File: config.mk
export PLATFORM = sky130hd
export DESIGN_NAME = s2p_line_packer
export DESIGN_NICKNAME = d
export VERILOG_FILES = /design/src/rtl/ldm_pkg.sv /design/src/rtl/s2p_line_packer.sv
export SDC_FILE = /design/constraint.sdc
export NUM_CORES = 1
export LEC_CHECK = 0
export BUFFER_PORTS_ARGS = -buffer_cell sky130_fd_sc_hd__buf_4
export CAP_MARGIN = 30
export CORE_MARGIN = 2
export CORE_UTILIZATION = 50
export CTS_CLUSTER_SIZE = 12
export DETAILED_ROUTE_END_ITERATION = 6
export PLACE_DENSITY = 0.71
export SLEW_MARGIN = 20
export SYNTH_ARGS = -nofsm -noshare
export SYNTH_HDL_FRONTEND = slang
export SYNTH_SLANG_ARGS = --single-unit
export TNS_END_PERCENT = 20
File: constraint.sdc
create_clock -name clk -period 7.6 [get_ports clk]
set_clock_uncertainty 0.2 [all_clocks]
set_input_delay 0.38 -clock clk [delete_from_list [all_inputs] [get_ports clk]]
set_output_delay 0.38 -clock clk [all_outputs]
set_load 0.05 [all_outputs]
File: src/rtl/ldm_pkg.sv
// ldm_pkg: constants and helpers shared by the LDM line packer and unpacker.
// Keeping the line-to-bit mapping in one place guarantees that a frame packed
// here comes back out of the unpacker with line k at address k.
package ldm_pkg;

  localparam int LDM_LINE_W    = 16;
  localparam int LDM_NUM_LINES = 16;
  localparam int LDM_ADDR_W    = 4;
  localparam int LDM_FRAME_W   = LDM_LINE_W * LDM_NUM_LINES;
  localparam int LDM_BIT_W     = $clog2(LDM_FRAME_W);

  // Frame-output state of the packer; the held frame is what valid reports.
  typedef enum logic {
    ST_EMPTY = 1'b0,
    ST_HOLD  = 1'b1
  } packer_state_t;

  // Line slot k starts at bit LDM_LINE_W*k; line 0 is least significant.
  function automatic logic [LDM_BIT_W-1:0] ldm_slot_base(input logic [LDM_ADDR_W-1:0] k);
    return LDM_BIT_W'(k) * LDM_BIT_W'(LDM_LINE_W);
  endfunction

endpackage

File: src/rtl/s2p_line_packer.sv
// s2p_line_packer: collects NUM_LINES line words from the LDM line stream and
// presents them as one packed pixel frame. The assembly buffer and the output
// register form a double buffer, so the next frame is collected while the
// previous one waits for the consumer.
//
// Ports
//   clk, rstn          system clock, asynchronous active-low reset
//   LDM_FRAME_START    resync strobe: current/next accepted line becomes line 0
//   LDM_LINE_DATA      line word, taken when LDM_LINE_VALID && LDM_LINE_READY
//   LDM_LINE_VALID     line word valid
//   LDM_LINE_READY     packer can take a line this cycle
//   LDM_ADDR           slot the next accepted line is written to
//   PIXEL_DATA_256     assembled frame (line k at [LINE_W*k +: LINE_W])
//   PIXEL_DATA_VALID   output register holds an unconsumed frame
//   PIXEL_DATA_READY   downstream takes the frame
//   FRAME_DROP         one-cycle pulse when a resync discards a partial frame
//
// state    | meaning
// ST_EMPTY | no frame held; every line is accepted
// ST_HOLD  | frame held; only the final line stalls until it is consumed
module s2p_line_packer
  import ldm_pkg::*;
#(
  parameter  int LINE_W    = LDM_LINE_W,
  parameter  int NUM_LINES = LDM_NUM_LINES,
  localparam int DATA_W    = LINE_W * NUM_LINES,
  localparam int ADDR_W    = $clog2(NUM_LINES)
) (
  input  logic              clk,
  input  logic              rstn,
  input  logic              LDM_FRAME_START,
  input  logic [LINE_W-1:0] LDM_LINE_DATA,
  input  logic              LDM_LINE_VALID,
  output logic              LDM_LINE_READY,
  output logic [ADDR_W-1:0] LDM_ADDR,
  output logic [DATA_W-1:0] PIXEL_DATA_256,
  output logic              PIXEL_DATA_VALID,
  input  logic              PIXEL_DATA_READY,
  output logic              FRAME_DROP
);

  packer_state_t     r_state;
  packer_state_t     w_state_nxt;
  logic [ADDR_W-1:0] r_cnt;
  logic [ADDR_W-1:0] w_cnt_nxt;
  logic [ADDR_W-1:0] w_wr_addr;
  logic [DATA_W-1:0] r_buf;
  logic [DATA_W-1:0] r_frame;
  logic [DATA_W-1:0] w_merged;
  logic              r_drop;
  logic              w_valid;
  logic              w_line_ready;
  logic              w_last;
  logic              w_accept;
  logic              w_complete;

  assign w_last     = (r_cnt == ADDR_W'(NUM_LINES - 1));
  assign w_accept   = LDM_LINE_VALID && w_line_ready;
  // A resync turns an accepted last-slot line into line 0, so it cannot complete.
  assign w_complete = w_accept && w_last && !LDM_FRAME_START;
  assign w_wr_addr  = LDM_FRAME_START ? '0 : r_cnt;

  // Buffer with the incoming word dropped into its slot; feeds both the
  // assembly buffer and, on the final line, the output register.
  always_comb begin
    w_merged = r_buf;
    w_merged[ldm_slot_base(w_wr_addr) +: LINE_W] = LDM_LINE_DATA;
  end

  always_comb begin
    w_cnt_nxt = r_cnt;
    if (LDM_FRAME_START) begin
      w_cnt_nxt = w_accept ? ADDR_W'(1) : '0;
    end else if (w_accept) begin
      w_cnt_nxt = r_cnt + ADDR_W'(1);
    end
  end

  // state register
  always_ff @(posedge clk or negedge rstn) begin
    if (!rstn) begin
      r_state <= ST_EMPTY;
    end else begin
      r_state <= w_state_nxt;
    end
  end

  // next state
  always_comb begin
    w_state_nxt = r_state;
    case (r_state)
      ST_EMPTY: if (w_complete) w_state_nxt = ST_HOLD;
      ST_HOLD: begin
        if (w_complete)            w_state_nxt = ST_HOLD;
        else if (PIXEL_DATA_READY) w_state_nxt = ST_EMPTY;
      end
      default: w_state_nxt = ST_EMPTY;
    endcase
  end

  // outputs; ready looks at same-cycle PIXEL_DATA_READY so a drain and the
  // final line can share one edge without a bubble
  always_comb begin
    w_valid      = (r_state == ST_HOLD);
    w_line_ready = !(w_last && w_valid && !PIXEL_DATA_READY);
  end

  always_ff @(posedge clk or negedge rstn) begin
    if (!rstn) begin
      r_cnt   <= '0;
      r_buf   <= '0;
      r_frame <= '0;
      r_drop  <= 1'b0;
    end else begin
      r_cnt  <= w_cnt_nxt;
      r_drop <= LDM_FRAME_START && (r_cnt != '0);
      if (w_accept) begin
        r_buf <= w_merged;
      end
      if (w_complete) begin
        r_frame <= w_merged;
      end
    end
  end

  assign LDM_LINE_READY   = w_line_ready;
  assign LDM_ADDR         = r_cnt;
  assign PIXEL_DATA_256   = r_frame;
  assign PIXEL_DATA_VALID = w_valid;
  assign FRAME_DROP       = r_drop;

endmodule

==> impl_summary.md <==
Worst setup path
The maximum fanout count along the critical path is 22. The startpoint-to-endpoint class of the critical path is input port to flip-flop. The slowest cell on the critical path is ha_1. The type of origin of the critical path is an input port. The critical path goes through dlygate4sd3_1, buf_4, nor2b_1, inv_1, ha_1, nand3_1, nor3_2, buf_4, mux2_2.

The cell repeated most along the worst path is buf_4. The largest single stage delay on the critical path is 0.68 ns. The number of buffers and inverters on the critical path is 4. The type of element capturing the critical path is a flip-flop. The required arrival time at the worst endpoint is 7.87 ns. Among cell families on the critical path, the largest total delay comes from simple AND/OR/NAND/NOR gates.

The arrival time at the worst endpoint is 4.13 ns.

Pwr
The net switching share of the total power is 0.235. In this run the static leakage power is 14.0 nW. The share of total power dissipated in the clock network is 0.431. The maximum vdd ir drop is 0.141 mV.

Summed over all nets, the switching power comes to 0.00136 W. The combinational share of power is 0.071. The portion of total power attributed to sequential cells is 0.499.

In this run the power density over the cells is 221 nW/um2. The internal power component is 0.00443 W.

Logic synthesis
Yosys printed 0 warnings. The synthesized flop and latch total is 518. The proportion of synthesized chip area in sequential cells is 0.595. The cell area that synthesis handed to floorplanning was 21800 um2. Sorting the synthesized cells by how often they occur yields nand2_1 (563), dfrtp_1 (518), mux2_2 (218). The mean post-synth cell area is 11.1 um2. The most used flip-flop cell after synthesis is dfrtp_1. The netlist uses 51 different library cells. After synthesis, the cell types taking the most area are dfrtp_1 (60%), mux2_2 (11%), nand2_1 (9.7%), mux2i_1 (3.1%), o21ai_0 (2.1%). Of all flip-flops after synthesis, the portion carrying an async set or reset was 1.00.

Of the post-synthesis cell area, the dominant cell type holds 0.595. The number of instances in the synthesized netlist is 1970. Synthesis produced a netlist with a net count of 1997. Yosys mapped a number of flops with a built-in enable equal to 0. In the post-synthesis netlist, the cell with the most instances is nand2_1. Summed over all instances, the cell type with the most area after synthesis is dfrtp_1.

Clocking
The clock input transition at the sequential cells of the worst setup and hold paths is 0.06 ns. The total number of clock tree sinks is 518. The post-CTS setup repair buffer count is 0. The post-cts resize count is 0.

The number of buffers created by CTS is 53. The H-tree was split into 2 levels. The root buffer cell is clkbuf_16. The latest clock arrival within the worst-skew pair is 0.58 ns. The worst-case clock buffer depth is 3. The cts-stage hold buffer count is 17. The clock tree from TritonCTS is built.

Floorplanning
284 I/O pins were placed. From bottom edge to top edge, the die measures 213 um. Row generation in the floorplan step produced 76 rows. The die covers 45200 um2.

The starting utilization of the core area is 0.506. The core region area is 43000 um2. The die is 213 um wide.

Job
The max-capacitance violation count is 0.

Drt
In this run the remaining antenna-violating nets after routing total 0. Before antenna repair, the detailed router went through 5 iterations. After detailed routing, the number of vias per cell comes to 5.43.

For this run, design rule violations remaining after detail routing come to 0. Summing over every cut layer, the via total after detailed routing is 15.4k. The initial DRC count is 1403.

The average wire per standard cell is 20.5 um. Wires add up to 58300 um.

Global route
The all-layer global routing usage is 0.259. The largest net degree at the start of global routing is 167. The number of global-route vias before repair came to 15.2k. The total overflow reported by the global router is 0.

The initial antenna violation count was 9. The first global-routing pass estimated 88800 um of wire.

STA
For the pin with the worst max-slew slack, the measured transition is 0.988 ns. The final max-slew violation count is 0. The headroom to the max-slew limit is 0.341.

The final count of hold timing violations is 0. The sum of negative setup slack is 0 ns. Setup repair after global routing left no endpoint under its margin.

The worst hold-check slack is 0.0341 ns. The highest achievable clock rate is 259 MHz. The final worst setup slack is 3.74 ns.

The number of setup violations in the final report is 0. The share of the clock period used by the worst path is 0.508. For the finished layout, the period the worst path requires is 3.86 ns.

Cells and area
At the end of the flow the core is filled with cells to 0.609. The final layout contains 2247 nets. The area growth from synthesis to layout is 20.2%. The fraction of layout cells with a size suffix above 1 is 0.287.

Placed design
Detailed placement ended at an HPWL of 37100 um. The pre-CTS setup slack is 3.80 ns. The routability-driven placement congestion ratio is 0.845. Port buffering added 283 buffers.

Hold path
The worst min-delay path category is input port to flip-flop.

Run status
The run finished with clean final reports.
-- logic make-up (layout without fill, tap and decap cells) --
family	count (synthesis)	count (layout)	synth area share
compound gates	213	213	0.0555
other cells	0	6	0
fa+ha+maj	6	6	0.00345
mux	307	307	0.158
simple gates	779	779	0.154
xor+xnor	4	4	0.00161
buf+inv	143	427	0.0321
flops	518	518	0.595
-- placed cells by master, fill, tap and decap left out, types with 5 or more instances in the layout --
master	n
nor2_1	73
o21ai_0	92
mux2_4	20
ha_1	6
nor2_4	5
clkbuf_8	9
nand2b_1	7
and3_1	49
clkbuf_16	55
o21ai_1	6
inv_1	6
dfrtp_1	518
dlygate4sd3_1	17
nand2_1	563
buf_4	303
mux2i_1	67
a31oi_1	46
clkbuf_1	18
mux2_2	218
and2_1	53
diode_2	6
a21oi_1	58
-- layout make-up --
cell class | count | area (um2)
repair buffers | 332 | 2660
well taps | 585 | 732
clock buffers | 82 | 1570
inverters | 6 | 22.5
diodes | 6 | 15.0
fillers | 3597 | 16800
flip-flops and latches | 518 | 13000
clock inverters | 7 | 67.6
multi-input cells | 1309 | 8140
-- worst paths after layout --
path | startpoint | to | slack [ns] | cells after the start
min in group asynchronous | rstn | PIXEL_DATA_256[27]$_DFFE_PN0P_ | 0.16 | 2
worst max register to register | LDM_ADDR[0]$_DFFE_PN0P_ | r_buf[72]$_DFFE_PN0P_ | 3.77 | 7
worst min-delay path | LDM_LINE_DATA[9] | r_buf[137]$_DFFE_PN0P_ | 0.03 | 3
max in group asynchronous | rstn | PIXEL_DATA_256[225]$_DFFE_PN0P_ | 5.61 | 3
worst max-delay path | LDM_FRAME_START | r_buf[72]$_DFFE_PN0P_ | 3.74 | 9
worst min register to register | r_buf[57]$_DFFE_PN0P_ | PIXEL_DATA_256[57]$_DFFE_PN0P_ | 0.26 | 2
-- power groups by stage --
| stage | registers (W) | logic (W) | clock network [W] |
|---|---|---|---|
| final | 0.00289 | 0.000409 | 0.00249 |
| after global routing | 0.00290 | 0.000444 | 0.00264 |
| after CTS | 0.00289 | 0.000409 | 0.00253 |
| after detailed placement | 0.00294 | 0.000400 | 0 |
| after global placement | 0.00293 | 0.000389 | 0 |
| after floorplan | 0.00293 | 0.000236 | 0 |
-- worst min-delay path: stages --
cell and delay (ns):
buf_4 0.21, nand2_1 0.08, o21ai_0 0.09
-- per-layer routing --
layer | GRT usage | vias to the layer above | wire length [um]
li1 | - | 7045 | -
met1 | 0.359 | 7812 | 25200
met2 | 0.417 | 491 | 27800
met3 | 0.0462 | 101 | 3730
met4 | 0.0808 | 0 | 1590
met5 | 0 | - | 0
-- metrics by stage --
step	cells	total power, W	cell area, um2
3_5_place_dp	2726	0.00334	24200
2_1_floorplan	1970	0.00317	21800
5_1_grt	2839	0.00598	26200
6_report	2845	0.00579	26200
4_1_cts	2832	0.00583	26000
3_3_place_gp	2723	0.00332	24200
-- state kept, by name, indices dropped and copies added (netlist names) --
signal            count
LDM_ADDR              4
FRAME_DROP            1
r_buf               256
PIXEL_DATA_VALID      1
PIXEL_DATA_256      256
Power figures use the tool's default switching activity.
